File: config.mk
export PLATFORM = sky130hd
export DESIGN_NAME = b12_resp_monitor
export DESIGN_NICKNAME = d
export VERILOG_FILES = /design/src/rtl/b12_resp_monitor.sv
export SDC_FILE = /design/constraint.sdc
export NUM_CORES = 1
export LEC_CHECK = 0
export CAP_MARGIN = 20
export CORE_ASPECT_RATIO = 0.8
export CORE_UTILIZATION = 25
export CTS_BUF_LIST = sky130_fd_sc_hd__clkbuf_2
export DETAILED_ROUTE_END_ITERATION = 6
export GPL_TIMING_DRIVEN = 0
export SLEW_MARGIN = 10
export SYNTH_ARGS = -nofsm -noshare
export SYNTH_HDL_FRONTEND = slang
export SYNTH_SLANG_ARGS = --single-unit
File: constraint.sdc
create_clock -name clock -period 6.17 [get_ports clock]
set_clock_uncertainty 0.15 [all_clocks]
set_input_delay 1.234 -clock clock [delete_from_list [all_inputs] [get_ports clock]]
set_output_delay 1.234 -clock clock [all_outputs]
set_load 0.05 [all_outputs]
File: src/rtl/b12_resp_monitor.sv
// rtl/b12_resp_monitor.sv - b12 output observer emitting timestamped event records through a small FIFO
// Optional build macro B12_MON_OBS_GATE_EN adds the __obs detection gate input.
module b12_resp_monitor #(
    parameter int DEPTH       = 8,
    parameter int SILENCE_CYC = 32,
    parameter int OVF_W       = 8
) (
    input  logic             clock,
    input  logic             reset,
    input  logic             nloss,
    input  logic [3:0]       nl,
    input  logic             speaker,
`ifdef B12_MON_OBS_GATE_EN
    input  logic             __obs,
`endif
    output logic             evt_valid,
    input  logic             evt_ready,
    output logic [15:0]      evt_data,
    output logic [7:0]       loss_cnt,
    output logic [5:0]       tone_period,
    output logic [OVF_W-1:0] overflow_cnt
);

    localparam int PTR_W = $clog2(DEPTH);
    localparam int CNT_W = PTR_W + 1;
    localparam logic [7:0] SIL = 8'(SILENCE_CYC);

    // Event slot indices double as arbitration priority (lowest index wins).
    localparam int E_LOSS  = 0;
    localparam int E_NL    = 1;
    localparam int E_STOP  = 2;
    localparam int E_START = 3;

    function automatic logic [1:0] evt_type(input int idx);
        case (idx)
            E_LOSS:  return 2'b01;
            E_NL:    return 2'b00;
            E_STOP:  return 2'b11;
            default: return 2'b10;
        endcase
    endfunction

    typedef enum logic [1:0] {
        SILENT  = 2'd0,
        MEASURE = 2'd1,
        TONE    = 2'd2
    } tone_state_e;

    logic [3:0]       s_nl_q, p_nl_q;
    logic             s_nloss_q, p_nloss_q;
    logic             s_spk_q, p_spk_q;
    logic [7:0]       stamp_q;
    logic             obs_w;

    tone_state_e      state_q, state_d;
    logic [7:0]       cnt_q, cnt_d, cnt_inc;
    logic [5:0]       period_q, period_d, period_new;
    logic             toggle, tone_start, tone_stop;

    logic [3:0]       det, set_w, eff_pend, win, pend_q, pend_d;
    logic [5:0]       det_pay [4];
    logic [5:0]       eff_pay [4];
    logic [5:0]       pay_q   [4];
    logic [7:0]       eff_stp [4];
    logic [7:0]       stp_q   [4];
    logic [15:0]      rec;
    logic             any_pend, pop, full, do_push, do_drop;

    logic [15:0]      mem [DEPTH];
    logic [PTR_W-1:0] wr_ptr_q, wr_ptr_d, rd_ptr_q, rd_ptr_d;
    logic [CNT_W-1:0] count_q, count_d;
    logic             evt_valid_q;
    logic [7:0]       loss_q, loss_d;
    logic [OVF_W-1:0] ovf_q, ovf_d;

    // Input shadow registers and free-running stamp.
    always_ff @(posedge clock or posedge reset) begin
        if (reset) begin
            s_nl_q    <= '0;
            p_nl_q    <= '0;
            s_nloss_q <= 1'b0;
            p_nloss_q <= 1'b0;
            s_spk_q   <= 1'b0;
            p_spk_q   <= 1'b0;
            stamp_q   <= '0;
        end else begin
            s_nl_q    <= nl;
            p_nl_q    <= s_nl_q;
            s_nloss_q <= nloss;
            p_nloss_q <= s_nloss_q;
            s_spk_q   <= speaker;
            p_spk_q   <= s_spk_q;
            stamp_q   <= stamp_q + 8'd1;
        end
    end

`ifdef B12_MON_OBS_GATE_EN
    logic s_obs_q;
    always_ff @(posedge clock or posedge reset) begin
        if (reset) s_obs_q <= 1'b0;
        else       s_obs_q <= __obs;
    end
    assign obs_w = s_obs_q;
`else
    assign obs_w = 1'b1;
`endif

    assign toggle     = s_spk_q ^ p_spk_q;
    assign cnt_inc    = (cnt_q == 8'hFF) ? cnt_q : cnt_q + 8'd1;
    assign period_new = (cnt_q >= 8'd62) ? 6'd63 : 6'(cnt_q + 8'd1);

    always_ff @(posedge clock or posedge reset) begin
        if (reset) begin
            state_q  <= SILENT;
            cnt_q    <= '0;
            period_q <= '0;
        end else begin
            state_q  <= state_d;
            cnt_q    <= cnt_d;
            period_q <= period_d;
        end
    end

    always_comb begin
        state_d = state_q;
        case (state_q)
            SILENT:  if (toggle) state_d = MEASURE;
            MEASURE: begin
                if (toggle)              state_d = TONE;
                else if (cnt_inc >= SIL) state_d = SILENT;
            end
            TONE:    if (!toggle && cnt_inc >= SIL) state_d = SILENT;
            default: state_d = SILENT;
        endcase
    end

    // cnt measures cycles since the last toggle in every state.
    always_comb begin
        cnt_d      = toggle ? 8'd0 : cnt_inc;
        period_d   = period_q;
        tone_start = 1'b0;
        tone_stop  = 1'b0;
        case (state_q)
            MEASURE: if (toggle) begin
                tone_start = 1'b1;
                period_d   = period_new;
            end
            TONE:    if (!toggle && cnt_inc >= SIL) tone_stop = 1'b1;
            default: ;
        endcase
    end

    always_comb begin
        det          = '0;
        det[E_LOSS]  = s_nloss_q & ~p_nloss_q;
        det[E_NL]    = (s_nl_q != p_nl_q);
        det[E_STOP]  = tone_stop;
        det[E_START] = tone_start;
        det_pay[E_LOSS]  = {2'b00, s_nl_q};
        det_pay[E_NL]    = {2'b00, s_nl_q};
        det_pay[E_STOP]  = 6'd0;
        det_pay[E_START] = period_d;
        set_w = det & {4{obs_w}};
    end

    // New detections merge over already-pending slots and may win this cycle.
    always_comb begin
        rec = '0;
        for (int i = 0; i < 4; i++) begin
            eff_pend[i] = pend_q[i] | set_w[i];
            eff_pay[i]  = set_w[i] ? det_pay[i] : pay_q[i];
            eff_stp[i]  = set_w[i] ? stamp_q    : stp_q[i];
        end
        win = eff_pend & (~eff_pend + 4'd1);
        for (int i = 0; i < 4; i++) begin
            if (win[i]) rec = {evt_type(i), eff_pay[i], eff_stp[i]};
        end
        any_pend = |eff_pend;
        pop      = evt_valid_q & evt_ready;
        full     = (count_q == CNT_W'(DEPTH));
        do_push  = any_pend & (~full | pop);
        do_drop  = any_pend & full & ~pop;
        pend_d   = eff_pend & ~win;
    end

    always_comb begin
        wr_ptr_d = wr_ptr_q + PTR_W'(do_push);
        rd_ptr_d = rd_ptr_q + PTR_W'(pop);
        count_d  = count_q + CNT_W'(do_push) - CNT_W'(pop);
        loss_d   = (det[E_LOSS] && loss_q != 8'hFF) ? loss_q + 8'd1 : loss_q;
        ovf_d    = (do_drop && ovf_q != {OVF_W{1'b1}}) ? ovf_q + OVF_W'(1) : ovf_q;
    end

    always_ff @(posedge clock or posedge reset) begin
        if (reset) begin
            pend_q      <= '0;
            wr_ptr_q    <= '0;
            rd_ptr_q    <= '0;
            count_q     <= '0;
            evt_valid_q <= 1'b0;
            loss_q      <= '0;
            ovf_q       <= '0;
            for (int i = 0; i < 4; i++) begin
                pay_q[i] <= '0;
                stp_q[i] <= '0;
            end
        end else begin
            pend_q      <= pend_d;
            wr_ptr_q    <= wr_ptr_d;
            rd_ptr_q    <= rd_ptr_d;
            count_q     <= count_d;
            evt_valid_q <= (count_d != '0);
            loss_q      <= loss_d;
            ovf_q       <= ovf_d;
            for (int i = 0; i < 4; i++) begin
                pay_q[i] <= eff_pay[i];
                stp_q[i] <= eff_stp[i];
            end
        end
    end

    // When full with a pop, the write lands in the slot being vacated.
    always_ff @(posedge clock) begin
        if (do_push) mem[wr_ptr_q] <= rec;
    end

    assign evt_valid    = evt_valid_q;
    assign evt_data     = evt_valid_q ? mem[rd_ptr_q] : 16'd0;
    assign loss_cnt     = loss_q;
    assign tone_period  = period_q;
    assign overflow_cnt = ovf_q;

endmodule
==> results.json <==
{
  "synth_area_leaders": "edfxtp_1, dfrtp_1, mux4_2",
  "cts_resized": 0,
  "die-area_sq_um": 40000,
  "ys_warn_count": 0,
  "comb_power_share_pct": 39.2,
  "critPathSlowestCell": "clkdlybuf4s50_1",
  "worstReg2RegStart": "s_nl_q[1]",
  "path_buf_inv": 3,
  "hpwl_um": 14200,
  "clock_sinks": 236,
  "layout_setup_ws_ps": 1100,
  "powerDensity_nw_per_um2": 456,
  "antenna_found_initial": 1,
  "max_cap_viol_count": 0,
  "dpl_worst_slack_ps": 1890,
  "io_pins": 48,
  "routabilityCongestion": 0.774,
  "fin_crit_ps": 5070,
  "numCtsBuffers": 55,
  "port_buffers": 47,
  "ys_types": 51,
  "rows": 64,
  "grt_usage_pct": 10.8,
  "hold_path_class": "flop to flop",
  "rrSetupSlack_ps": 2280,
  "synth_ff_type": "edfxtp_1",
  "fmax_mhz": 197,
  "power_frac_seq_pct": 41.9,
  "routed_wl_um": 20700,
  "cpPeakStageDelay_ps": 820,
  "async_flop_share_pct": 45.8,
  "core_area_sq_um": 38400,
  "worstSetupPathType": "flop to output pin",
  "fp.dieH_um": 179,
  "reg2regPathDepth": 12,
  "cts_htree_levels": 2,
  "path_common_cell": "clkbuf_1",
  "synth.largest_area_cell": "edfxtp_1",
  "final_layout_size_suffix_gt1_share_pct": 23.7,
  "power.share.clock_pct": 18.9,
  "end_kind": "output pin",
  "setup_viol": 0,
  "cts_max_path_buffers": 3,
  "swShare_pct": 38.4,
  "slew_viol_final": 0,
  "p_leak_nw": 4.49,
  "netlist.area_leader.share_pct": 39.2,
  "holdPathEnd": "p_nloss_q",
  "finalHoldViolCount": 0,
  "max_slew.worst_pin.slew_ps": 1050,
  "clock-root-buffer": "clkbuf_2",
  "r2r-end": "evt_valid",
  "fin_nets": 787,
  "max_slew_margin_pct": 29.5,
  "grt_overflow": 0,
  "clk_pin_slew_worst_paths_ps": 110,
  "drcViolationCount": 0,
  "hold_buffers": 0,
  "area_delta_synth_final_pct": 17.7,
  "hp-start": "s_nloss_q",
  "cts_tree": "yes",
  "mostFrequentLayoutCells": "edfxtp_1, dfrtp_1, clkbuf_2, clkdlybuf4s50_1, nand2_1",
  "start_util_pct": 25.5,
  "worst_hold_path.num_cells": 0,
  "status": "complete, no violations",
  "synth-seq-cells": 236,
  "syn-instance-count": 646,
  "path_max_fanout": 10,
  "syn_nets": 670,
  "worstPathCellList": "clkbuf_1 > clkbuf_1 > mux2i_1 > nor2b_1 > clkdlybuf4s50_1",
  "rsz0062_at_grt": "false",
  "routed_via_density": 4.31,
  "final_antenna_net_count": 0,
  "synth_area_sq_um": 9790,
  "grt_pass1_vias": 5827,
  "fin_crit_sh_pct": 82.2,
  "drt-initial-drc-count": 343,
  "drt-pass1-iter-count": 5,
  "post_cts_buffers": 0,
  "synth_edf_count": 128,
  "grt_max_degree": 62,
  "setup_tns_ps": 0,
  "die_w_um": 223,
  "dr_total_vias": 5596,
  "arrival_ps": 3690,
  "synth_area_per_cell_sq_um": 15.2,
  "yosysSeqAreaShare_pct": 66.8,
  "grt_pass1_wl_um": 32900,
  "p_sw_mw": 2.01,
  "p_int_mw": 3.24,
  "final_common_cell": "edfxtp_1",
  "irDropWorstVdd_uv": 238,
  "path_delay_family": "buffers and inverters",
  "avgRoutedWirePerCell_um": 16.0,
  "insertion_delay_ps": 840,
  "cp.required_ps": 4790,
  "cp-start-kind": "flop"
}
[per-layer routing]
layer  GRT usage, %  vias to the layer above  wire length (um)  share of wire (%)
li1               -                     2668                 -                  -
met1           15.0                     2753              9910                 48
met2           16.1                      144              9000                 43
met3           2.82                       31              1450                7.0
met4           3.71                        0               377                1.8
met5              0                        -                 0                  0
[kinds of logic after synthesis]
family	count (synthesis)	share of synthesized area (%)
AOI/OAI and AO/OA	66	4.75
xor gates and xnor gates	35	3.13
adders and majority gates	15	1.99
buffers and inverters	47	2.08
DFF	236	66.8
muxes	68	11.3
and+or+nand+nor	179	9.91
[synthesized netlist by cell type, types with 4 or more instances]
master / count
inv_1: 13
nor3_1: 7
a21oi_1: 18
nor2_1: 27
nand4_1: 9
nor2b_1: 17
and3_1: 17
xor2_1: 15
a31oi_1: 11
a211oi_1: 6
ha_1: 14
o21a_1: 10
clkbuf_1: 20
mux2i_1: 16
nand2_1: 44
o21ai_0: 8
and2_1: 12
and4b_1: 4
mux2_2: 20
xnor2_1: 20
buf_2: 9
nand3_1: 21
mux4_2: 32
edfxtp_1: 128
dfrtp_1: 108
a2bb2oi_1: 4
[how the worst max path moves through the flow]
stage | to | cells after the start | slack [ps] | from
3_5_place_dp | evt_data[14] | 5 | 1890 | rd_ptr_q[2]
4_1_cts | evt_data[14] | 5 | 880 | rd_ptr_q[2]
5_1_grt | evt_data[14] | 5 | 810 | rd_ptr_q[2]
3_3_place_gp | mem[1][9] | 5 | 80 | evt_ready
6_report | evt_data[14] | 5 | 1100 | rd_ptr_q[2]
2_1_floorplan | cnt_q[0] | 1 | 1940 | reset
[sequential cells by signal, indices dropped and copies added, names as in the netlist]
signal / flops
cnt_q: 8
count_q: 4
evt_valid: 1
loss_cnt: 8
mem: 128
overflow_cnt: 8
p_nl_q: 4
p_nloss_q: 1
p_spk_q: 1
pay_q: 18
pend_q: 3
rd_ptr_q: 3
s_nl_q: 4
s_nloss_q: 1
s_spk_q: 1
stamp_q: 8
state_q: 2
stp_q: 24
tone_period: 6
wr_ptr_q: 3
[worst register-to-register path: stages, from the launching register on]
cell,delay (ps)
dfrtp_1,430
xor2_1,160
nor4_1,630
and2_1,220
clkbuf_1,500
nand3_1,170
nand2_1,310
inv_1,170
ha_1,240
a21o_1,150
a21oi_1,170
xnor2_1,100
or4_1,420
[final cells by class]
| class | count | area [sq um] |
|---|---|---|
| antenna | 2 | 5.00 |
| multi-input combinational | 363 | 3080 |
| clock buffer | 91 | 455 |
| buffer | 34 | 155 |
| clock inverter | 5 | 28.8 |
| timing repair buffer | 60 | 588 |
| sequential | 236 | 6550 |
| tap | 495 | 619 |
| fill | 3901 | 26900 |
| inverter | 13 | 53.8 |
[per-stage QoR]
stage                     power [mW]  utilization, %  instance area (sq um)  hold WS [ps]  instances
after floorplan                 3.63               -                   9790           218        646
after global placement          4.26            28.3                  10900           233       1188
after detailed placement        4.34            28.7                  11000           234       1200
after CTS                       5.35            30.0                  11500           257       1296
after global routing            5.57            30.0                  11500           280       1298
final                           5.25            30.0                  11500           252       1299
[power groups by stage]
| stage | combinational [mW] | clock (mW) | sequential, mW |
|---|---|---|---|
| finish | 2.06 | 0.991 | 2.20 |
| global route | 2.21 | 1.12 | 2.24 |
| CTS | 2.10 | 1.04 | 2.20 |
| detailed placement | 2.10 | 0 | 2.24 |
| global placement | 2.03 | 0 | 2.24 |
| floorplan | 1.27 | 0 | 2.37 |
(Power assumes the default switching activity.)
